### src/rtl/pipe_reg_chain.sv
// Parameterised register pipeline with per-stage valid bit, stall enable, flush and occupancy count.
// Build option PIPE_FLUSH_CLEAR_EN: when defined, flush also reloads RESET_VAL into every data stage.
module pipe_reg_chain #(
    parameter int unsigned          WIDTH     = 32,
    parameter int unsigned          DEPTH     = 2,
    parameter logic [WIDTH-1:0]     RESET_VAL = '0
) (
    input  logic                         clk,
    input  logic                         reset,
    input  logic                         en,
    input  logic                         flush,
    input  logic                         in_valid,
    input  logic [WIDTH-1:0]             d,
    output logic [WIDTH-1:0]             q,
    output logic                         out_valid,
    output logic [$clog2(DEPTH+1)-1:0]   occupancy
);

    localparam int unsigned OCC_W = $clog2(DEPTH + 1);

    logic [DEPTH-1:0][WIDTH-1:0] data_r;
    logic [DEPTH-1:0][WIDTH-1:0] data_n;
    logic [DEPTH-1:0]            valid_r;
    logic [DEPTH-1:0]            valid_n;

    // Next-state: flush beats enable; bubble data still shifts so the datapath needs no gating.
    always_comb begin
        data_n  = data_r;
        valid_n = valid_r;
        if (flush) begin
            valid_n = '0;
`ifdef PIPE_FLUSH_CLEAR_EN
            data_n  = {DEPTH{RESET_VAL}};
`endif
        end else if (en) begin
            data_n[0]  = d;
            valid_n[0] = in_valid;
            for (int unsigned i = 1; i < DEPTH; i++) begin
                data_n[i]  = data_r[i-1];
                valid_n[i] = valid_r[i-1];
            end
        end
    end

    // Stage registers; asynchronous reset discards everything in flight.
    always_ff @(posedge clk or posedge reset) begin
        if (reset) begin
            data_r  <= {DEPTH{RESET_VAL}};
            valid_r <= '0;
        end else begin
            data_r  <= data_n;
            valid_r <= valid_n;
        end
    end

    assign q         = data_r[DEPTH-1];
    assign out_valid = valid_r[DEPTH-1];

    // Population count of the stage valid bits.
    always_comb begin
        occupancy = '0;
        for (int unsigned i = 0; i < DEPTH; i++) begin
            occupancy = occupancy + OCC_W'(valid_r[i]);
        end
    end

endmodule

### config.mk
export PLATFORM = sky130hd
export DESIGN_NAME = pipe_reg_chain
export DESIGN_NICKNAME = d
export VERILOG_FILES = /design/src/rtl/pipe_reg_chain.sv
export SDC_FILE = /design/constraint.sdc
export NUM_CORES = 1
export LEC_CHECK = 0
export ABC_AREA = 1
export BUFFER_PORTS_ARGS = -buffer_cell sky130_fd_sc_hd__buf_2
export CELL_PAD_IN_SITES_DETAIL_PLACEMENT = 1
export CELL_PAD_IN_SITES_GLOBAL_PLACEMENT = 1
export CORE_MARGIN = 4
export CORE_UTILIZATION = 23
export CTS_CLUSTER_SIZE = 20
export DETAILED_ROUTE_END_ITERATION = 10
export GPL_TIMING_DRIVEN = 0
export PLACE_DENSITY = 0.56
export SYNTH_ARGS = -nofsm -noshare
export SYNTH_HDL_FRONTEND = slang
export SYNTH_SLANG_ARGS = --single-unit
export TNS_END_PERCENT = 30
### constraint.sdc
create_clock -name clk -period 2.23 [get_ports clk]
set_input_delay 0.446 -clock clk [delete_from_list [all_inputs] [get_ports clk]]
set_output_delay 0.446 -clock clk [all_outputs]
set_load 0.05 [all_outputs]
# == Word level (Yosys, flattened, before mapping) ==
# Cells that the tools add are included.
# classes
addsub,1
muxes,2
bitwise,1
reduce_logical,2
# ops
cell,n
2-to-1 mux 2 bit,2
adder 1 x 1 -> 2 bit,1
AND reduction 2 bit,1
nonzero test 2 bit,1
inverter 1 bit,1
# word_totals
register_bits,66
in_bits,37
out_inout_bits,35
word_cells,9

# == Logic depth before layout (Yosys ltp) ==
# Gate-level depths: netlist of run 1.
# depth
depth_word,2
ltp_mapped,5
ltp_nobuf,4

# == Least setup slack after synthesis of run 1 ==
# Ideal clock, no wire load.
# synth_path
kind,flip-flop to output port
startpoint,register valid_r[1]
endpoint,output occupancy[0]
t_arrival_ps,1198
required_time_ps,1784
path_slack_ps,586
stages_incl_launch_ff,2
n_path_buf,0
cell_sequence,dfrtp_1 ha_1
# synth_via
elab_chain_len,1
# synth_lines
element,line,source
start: declaration,23,logic [DEPTH-1:0] valid_r;
start signal: assignment,52,valid_r <= valid_n;
adder 1 x 1 -> 2 bit,63,occupancy = occupancy + OCC_W'(valid_r[i]);
end: declaration,16,output logic [$clog2(DEPTH+1)-1:0] occupancy
# Every way passes these cells.

# == Worst setup path in the final report of run 1 ==
# Ends and elaborated chain as after synthesis.

==> qor.yml, run 1 <==
root_buffer: "clkbuf_16"
area_growth_pct: 28.3
drt-pass1-iter-count: 4
regArea_um2: 1650
cts_setup_buffers: 0
synthMuxAreaShare_pct: 0
period_minus_slack_ps: 1720
fin_util_pct: 30.1
status: "completed"
antennaDiodeCount: 0
tns_ps: 0
place_hpwl_um: 5340
clk_path_buf_depth: 2
maxSlewViolCount: 0
hold_buffers: 0
grt_overflow: 0
synthCells: 322
grt_pass1_vias: 2376
crit_arrival_ps: 1270
routed_wl_um: 7650
drv_cap: 0
die_h_um: 121
ant_nets: 0
crit_type: "reg -> out"
drive_gt1_share_pct: 34.1
crit_path_end_kind: "output pin"
skew_ps: 4.58
final_cell_mix: "nand2_1, buf_2, nand3_1, dfrtp_1, buf_4"
detail_route.wl_per_cell_um: 13.2
ios: 72
tightestPinTransition_ps: 856
antenna_found_initial: 0
hp-class: "in -> async"
synth-seq-cells: 66
synth_cell_types: 11
drc: 0
setup_viol: 0
synth_top_family_by_area: "simple AND/OR/NAND/NOR gates"
syn_area_um2: 2950
multi_input_area_um2: 853
cp.required_ps: 1780
cts_buffers: 9
row_count: 41
synth.avg_cell_area_um2: 9.15
met2WireLength_um: 3780
fmax_mhz: 582
final_common_cell: "nand2_1"
drtIter0Drc: 122
start_util_pct: 23.4
die_x_um: 121
cts_resized: 0
ir_worst_vdd_uv: 333
grt_pass1_wl_um: 12500
port-buffer-count: 70
synthXorXnorAreaFrac_pct: 0
rsz0062_at_grt: "no"
cts_tree: "built"
m1WireLength_um: 3370
synthAdderAreaFrac_pct: 0.425
synth_compound_area_share_pct: 0
hold_violations: 0
synthSimpleGateAreaFrac_pct: 28.5
coreArea_um2: 12600
start_kind: "flop"
gp_congestion: 0.764
clkLatencyLatePin_ps: 330
syn-num-nets: 360
viasPerCell: 3.92
grt_usage_pct: 11.2
nNetsFinal: 441
h-tree-depth: 3
vias: 2275
yosysWarnings: 0
slew_headroom_pct: 42.9
p_leak_nw: 2.13
grt_max_degree: 67
pwr_density_cell_nw_per_um2: 957
cp_max_fo: 3
fillerInstances: 1512
highest_layer: "met4"
met3_wirelength_um: 371
die_area_um2: 14700
cts.clk_slew.worst_paths_ps: 50
synth-seq-area-share_pct: 56.1
clock-sinks: 66
fin_crit_sh_pct: 77.1
layout make-up:
cell class	instances	share of cell area [%]
Multi-Input combinational cell	201	22.6
Clock buffer	13	6.62
Buffer	53	11.5
Inverter	2	0.265
Clock inverter	3	0.397
Sequential cell	66	43.7
Timing Repair Buffer	70	9.27
Tap cell	172	5.69
Yosys cell counts:
| cell type | instances | area share [%] |
|---|---|---|
| nand3_1 | 66 | 11 |
| nand2_4 | 1 | 0.38 |
| buf_2 | 5 | 0.85 |
| ha_1 | 1 | 0.42 |
| buf_4 | 35 | 8.9 |
| inv_2 | 1 | 0.13 |
| nor2_1 | 1 | 0.13 |
| dfrtp_1 | 66 | 56 |
| inv_1 | 1 | 0.13 |
| buf_6 | 13 | 5.0 |
| nand2_1 | 132 | 17 |
flip-flops by register name, indices dropped and copies added, names as in the netlist:
register	cells
data_r	32
q	32
valid_r	2
where the power goes:
| group | total, mW | internal [mW] | switching [mW] | leakage, nW |
|---|---|---|---|---|
| logic | 0.895 | 0.301 | 0.594 | 1.16 |
| registers | 1.46 | 1.37 | 0.0903 | 0.831 |
| clock network | 1.27 | 0.777 | 0.490 | 0.133 |
| total | 3.62 | 2.44 | 1.17 | 2.13 |
stage by stage:
stage	cell area, um^2	setup slack, ps	cells	power (mW)	hold slack, ps
after global routing	3780	455	580	3.83	348
after detailed placement	3510	837	564	2.39	459
after CTS	3780	482	580	3.67	335
after global placement	3510	-829	564	2.38	455
after floorplan	2950	129	322	2.18	443
final	3780	511	580	3.62	276
metal layers:
metal  vias to the layer above  GRT usage, %
li1                       1152             -
met1                      1077          13.7
met2                        39          18.2
met3                         7          3.64
met4                         0          4.20
met5                         -             0
logic make-up after synthesis:
kind of cell | after synthesis
fa+ha+maj | 1
simple gates | 200
flops | 66
buf+inv | 55
path summary, 6_finish.rpt:
kind / startpoint / to / slack, ps / cells after the start
min in group clk: d[15] / data_r[15] / 350 / 3
max in group asynchronous: reset / q[3] / 1370 / 2
hold reg to reg: data_r[1] / data_r[1] / 470 / 2
setup reg to reg: valid_r[0] / valid_r[1] / 1560 / 2
setup / recovery: valid_r[1] / occupancy[0] / 510 / 2
hold / removal: reset / q[6] / 280 / 2
critical path, stage by stage, from the launching register on:
cell	delay, ps
dfrtp_1	410
ha_1	290
buf_2	250
Note: power is estimated with default switching activity, not from simulation.
==> run 2, diff against run 1 <==
PLACE_DENSITY = 0.54   (was 0.56)
clock period = 1.63 ns   (was 2.23 ns; I/O delays follow)
==> run 2 against run 1 <==
Compared with the run above: combinational power up 39%; register-to-register slack got worse by 600 ps; hold slack got worse by 220 ps; sequential cell count unchanged; clock skew is 1.0 ps higher; power is 42% higher; clock-buffer cell count is 2 higher; global-route usage grew 0.23 points; routed wire length increased by 0.71%.
==> qor.yml, run 2 (same netlist as run 1, synthesis figures left out) <==
status: "completed"
antennaDiodeCount: 0
drtIter0Drc: 81
crit_arrival_ps: 1220
coreArea_um2: 12600
detail_route.wl_per_cell_um: 13.2
clk_path_buf_depth: 2
slew_headroom_pct: 61.9
drive_gt1_share_pct: 34.9
setup_viol: 0
max_stage_delay_ps: 410
tightestPinTransition_ps: 570
start_kind: "flop"
final_cell_count_no_fill: 582
cts_resized: 0
fmax_mhz: 646
cp.required_ps: 1300
die_area_um2: 14700
root_buffer: "clkbuf_16"
place_ws_ps: 367
period_minus_slack_ps: 1550
ant_nets: 0
antenna_found_initial: 1
crit_slowest_cell: "dfrtp_1"
place_inst: 566
routed_wl_um: 7700
pwr_density_cell_nw_per_um2: 1330
path_cells: "ha_1 -> buf_4"
drt-pass1-iter-count: 4
hold_violations: 0
grt_overflow: 0
cts_tree: "built"
gp_congestion: 0.733
highest_layer: "met5"
crit_type: "reg -> out"
row_count: 41
die_h_um: 121
rsz0062_at_grt: "no"
grt_usage_pct: 11.4
grt_pass1_wl_um: 12700
hold_buffers: 0
ios: 72
clkLatencyLatePin_ps: 330
h-tree-depth: 3
final_area_um2: 3870
cts_setup_buffers: 0
holdWs_ps: 53.8
p_total_mw: 5.15
grt_max_degree: 25
final_common_cell: "nand2_1"
fillerInstances: 1500
die_x_um: 121
place_area_um2: 3560
viasPerCell: 4.01
m1WireLength_um: 3430
ir_worst_vdd_uv: 362
crit_family: "flip-flops"
start_util_pct: 23.4
crit_buf_inv: 1
grt_pass1_vias: 2403
clock-sinks: 66
final_cell_mix: "nand2_1, buf_2, nand3_1, dfrtp_1, buf_4"
skew_ps: 5.60
fin_crit_sh_pct: 94.9
crit_path_end_kind: "output pin"
met3_wirelength_um: 343
met2WireLength_um: 3800
drv_cap: 0
setup_slack_ps: 82.9
area_growth_pct: 31.3
port-buffer-count: 70
cts.clk_slew.worst_paths_ps: 50
cp_max_fo: 3
drc: 0
place_hpwl_um: 5640
cts_buffers: 9
p_leak_nw: 2.16
hp-class: "in -> async"
vias: 2334
maxSlewViolCount: 0
nNetsFinal: 443
==> run 2: cell types whose count changed in the layout (fill, tap and decap cells not counted), sizes merged <==
cell and change:
buf +2, clkbuf +2, clkinv -2, clkinvlp +1, inv -1
==> run 2: area by class of cell <==
| cell class | count | area (um^2) | share of cell area (%) |
|---|---|---|---|
| Clock buffer | 15 | 298 | 7.70 |
| Timing Repair Buffer | 72 | 400 | 10.3 |
| Tap cell | 172 | 215 | 5.56 |
| Inverter | 2 | 11.3 | 0.291 |
| Buffer | 53 | 434 | 11.2 |
| Multi-Input combinational cell | 201 | 853 | 22.1 |
| Clock inverter | 1 | 5.00 | 0.129 |
| Sequential cell | 66 | 1650 | 42.7 |
==> run 2: metal layers <==
layer	global-route usage (%)	vias to the layer above
met5	0	-
met4	4.62	2
met3	2.89	11
met2	18.0	42
met1	14.9	1122
li1	-	1157
==> run 2: stage by stage <==
step / utilization, % / setup TNS (ps)
3_3_place_gp: 28.0 / -82.2
6_report: 30.8 / 0
4_1_cts: 30.8 / 0
2_1_floorplan: - / 0
5_1_grt: 30.8 / 0
3_5_place_dp: 28.4 / 0
==> run 2: path summary, 6_finish.rpt <==
kind                            slack [ps]      endpoint  startpoint  cells past startpoint
worst max-delay path                    80  occupancy[0]  valid_r[1]                      2
worst min-delay path                    50    data_r[19]       reset                      2
worst max register to register         960    valid_r[1]  valid_r[0]                      2
worst min register to register         470          q[6]        q[6]                      2
max in group asynchronous             1070         q[28]       reset                      3
min in group clk                       230     data_r[4]        d[4]                      3
==> run 2: report_power, final <==
part | switching [mW] | internal [mW] | leakage (nW)
clock | 0.679 | 1.24 | 0.152
sequential | 0.123 | 1.87 | 0.831
combinational | 0.817 | 0.425 | 1.18
total | 1.62 | 3.53 | 2.16
==> run 3, diff against run 2 <==
PLACE_DENSITY = 0.5   (was 0.54)
==> run 3 against run 2 <==
Compared with the run above: sequential power about the same; routed wire length increased by 0.48%; setup slack got worse by 3.7 ps; cell count decreased by 0.34%; non-clock buffer count decreased by 1; combinational power about the same; first-iteration DRC count increased by 20%; power decreased by 2.9%; highest routed layer is now met4.
==> qor.yml, run 3 (same netlist as run 1, synthesis figures left out) <==
grt_max_degree: 39
cts_buffers: 9
area_growth_pct: 29.3
fin_crit_sh_pct: 95.1
r2r-end: "valid_r[1]"
start_kind: "flop"
drtIter0Drc: 97
clkLatencyLatePin_ps: 330
holdWs_ps: 98.9
critPathLaunch: "valid_r[1]"
cts_tree: "built"
clk_path_buf_depth: 2
drt-pass1-iter-count: 4
die_h_um: 121
clock-sinks: 66
detail_route.wl_per_cell_um: 13.3
die_area_um2: 14700
row_count: 41
gp_congestion: 0.746
final_area_um2: 3810
rr_startpoint: "valid_r[0]"
crit_arrival_ps: 1220
antenna_found_initial: 0
crit_type: "reg -> out"
place_hpwl_um: 5540
start_util_pct: 23.4
crit_path_end_kind: "output pin"
vias: 2306
hold_violations: 0
tightestPinTransition_ps: 684
h-tree-depth: 3
hp-class: "in -> async"
grt_overflow: 0
port-buffer-count: 70
ir_worst_vdd_uv: 369
regToRegSetupSlack_ps: 960
setup_viol: 0
reg2reg_depth: 2
maxSlewViolCount: 0
skew_ps: 3.25
antennaDiodeCount: 0
ant_nets: 0
ios: 72
status: "completed"
grt_usage_pct: 11.4
fmax_mhz: 645
coreArea_um2: 12600
period_minus_slack_ps: 1550
fillerInstances: 1504
routed_wl_um: 7740
final_cell_mix: "nand2_1, buf_2, nand3_1, dfrtp_1, buf_4"
tns_ps: 0
final_common_cell: "nand2_1"
cts_setup_buffers: 0
grt_pass1_wl_um: 12800
pwr_density_cell_nw_per_um2: 1310
cp.required_ps: 1300
rsz0062_at_grt: "no"
endpoint: "occupancy[0]"
viasPerCell: 3.98
cts.clk_slew.worst_paths_ps: 50
grt_pass1_vias: 2440
slew_headroom_pct: 54.3
p_leak_nw: 2.14
die_x_um: 121
drive_gt1_share_pct: 34.6
root_buffer: "clkbuf_16"
drv_cap: 0
drc: 0
p_total_mw: 5.00
place_area_um2: 3540
cp_max_fo: 3
nNetsFinal: 442
[run 3: final cells by class]
class,instances,area (um^2),share of cell area [%]
multi-input combinational,201,853,22.4
clock inverter,3,15.0,0.394
timing repair buffer,71,373,9.79
sequential,66,1650,43.3
buffer,53,434,11.4
inverter,2,11.3,0.296
clock buffer,12,256,6.73
tap,172,215,5.65
[run 3: routing by layer]
layer | vias to the layer above | share of wire [%] | wire, um | global-route usage, %
met5 | - | 0 | 0 | 0
met4 | 0 | 2.3 | 175 | 5.67
met3 | 12 | 3.8 | 294 | 2.24
li1 | 1156 | - | - | -
met1 | 1102 | 46 | 3540 | 15.0
met2 | 36 | 48 | 3730 | 18.1
[run 3: timing repair]
action,4_1_cts,5_1_grt
setup endpoints to repair,1,0
gates resized for setup,1,0
hold buffers,0,0
[run 3: worst min-delay path by stage]
stage                from          to  slack [ps]  cells after the start
2_1_floorplan  data_r[31]  data_r[31]         440                      2
3_3_place_gp   data_r[15]  data_r[15]         460                      2
3_5_place_dp   data_r[27]  data_r[27]         460                      2
4_1_cts             reset  data_r[19]         110                      2
5_1_grt             reset  data_r[19]         140                      2
6_report            reset  data_r[19]         100                      2
[run 3: critical path, cell delays in order (launching register included)]
cell     delay, ps
dfrtp_1        410
ha_1           300
buf_4          190
[run 3: through the flow]
step | util (%) | instances | setup WS, ps
after floorplan | - | 322 | 106
after global placement | 28.0 | 564 | -34.4
after detailed placement | 28.1 | 565 | 357
after CTS | 30.3 | 580 | 55.5
after global routing | 30.3 | 580 | 30.4
final | 30.3 | 580 | 79.2
[run 3: power by group]
group	switching, mW	internal (mW)	total (mW)
registers	0.125	1.87	1.99
logic	0.813	0.418	1.23
clock network	0.680	1.10	1.78
total	1.62	3.38	5.00
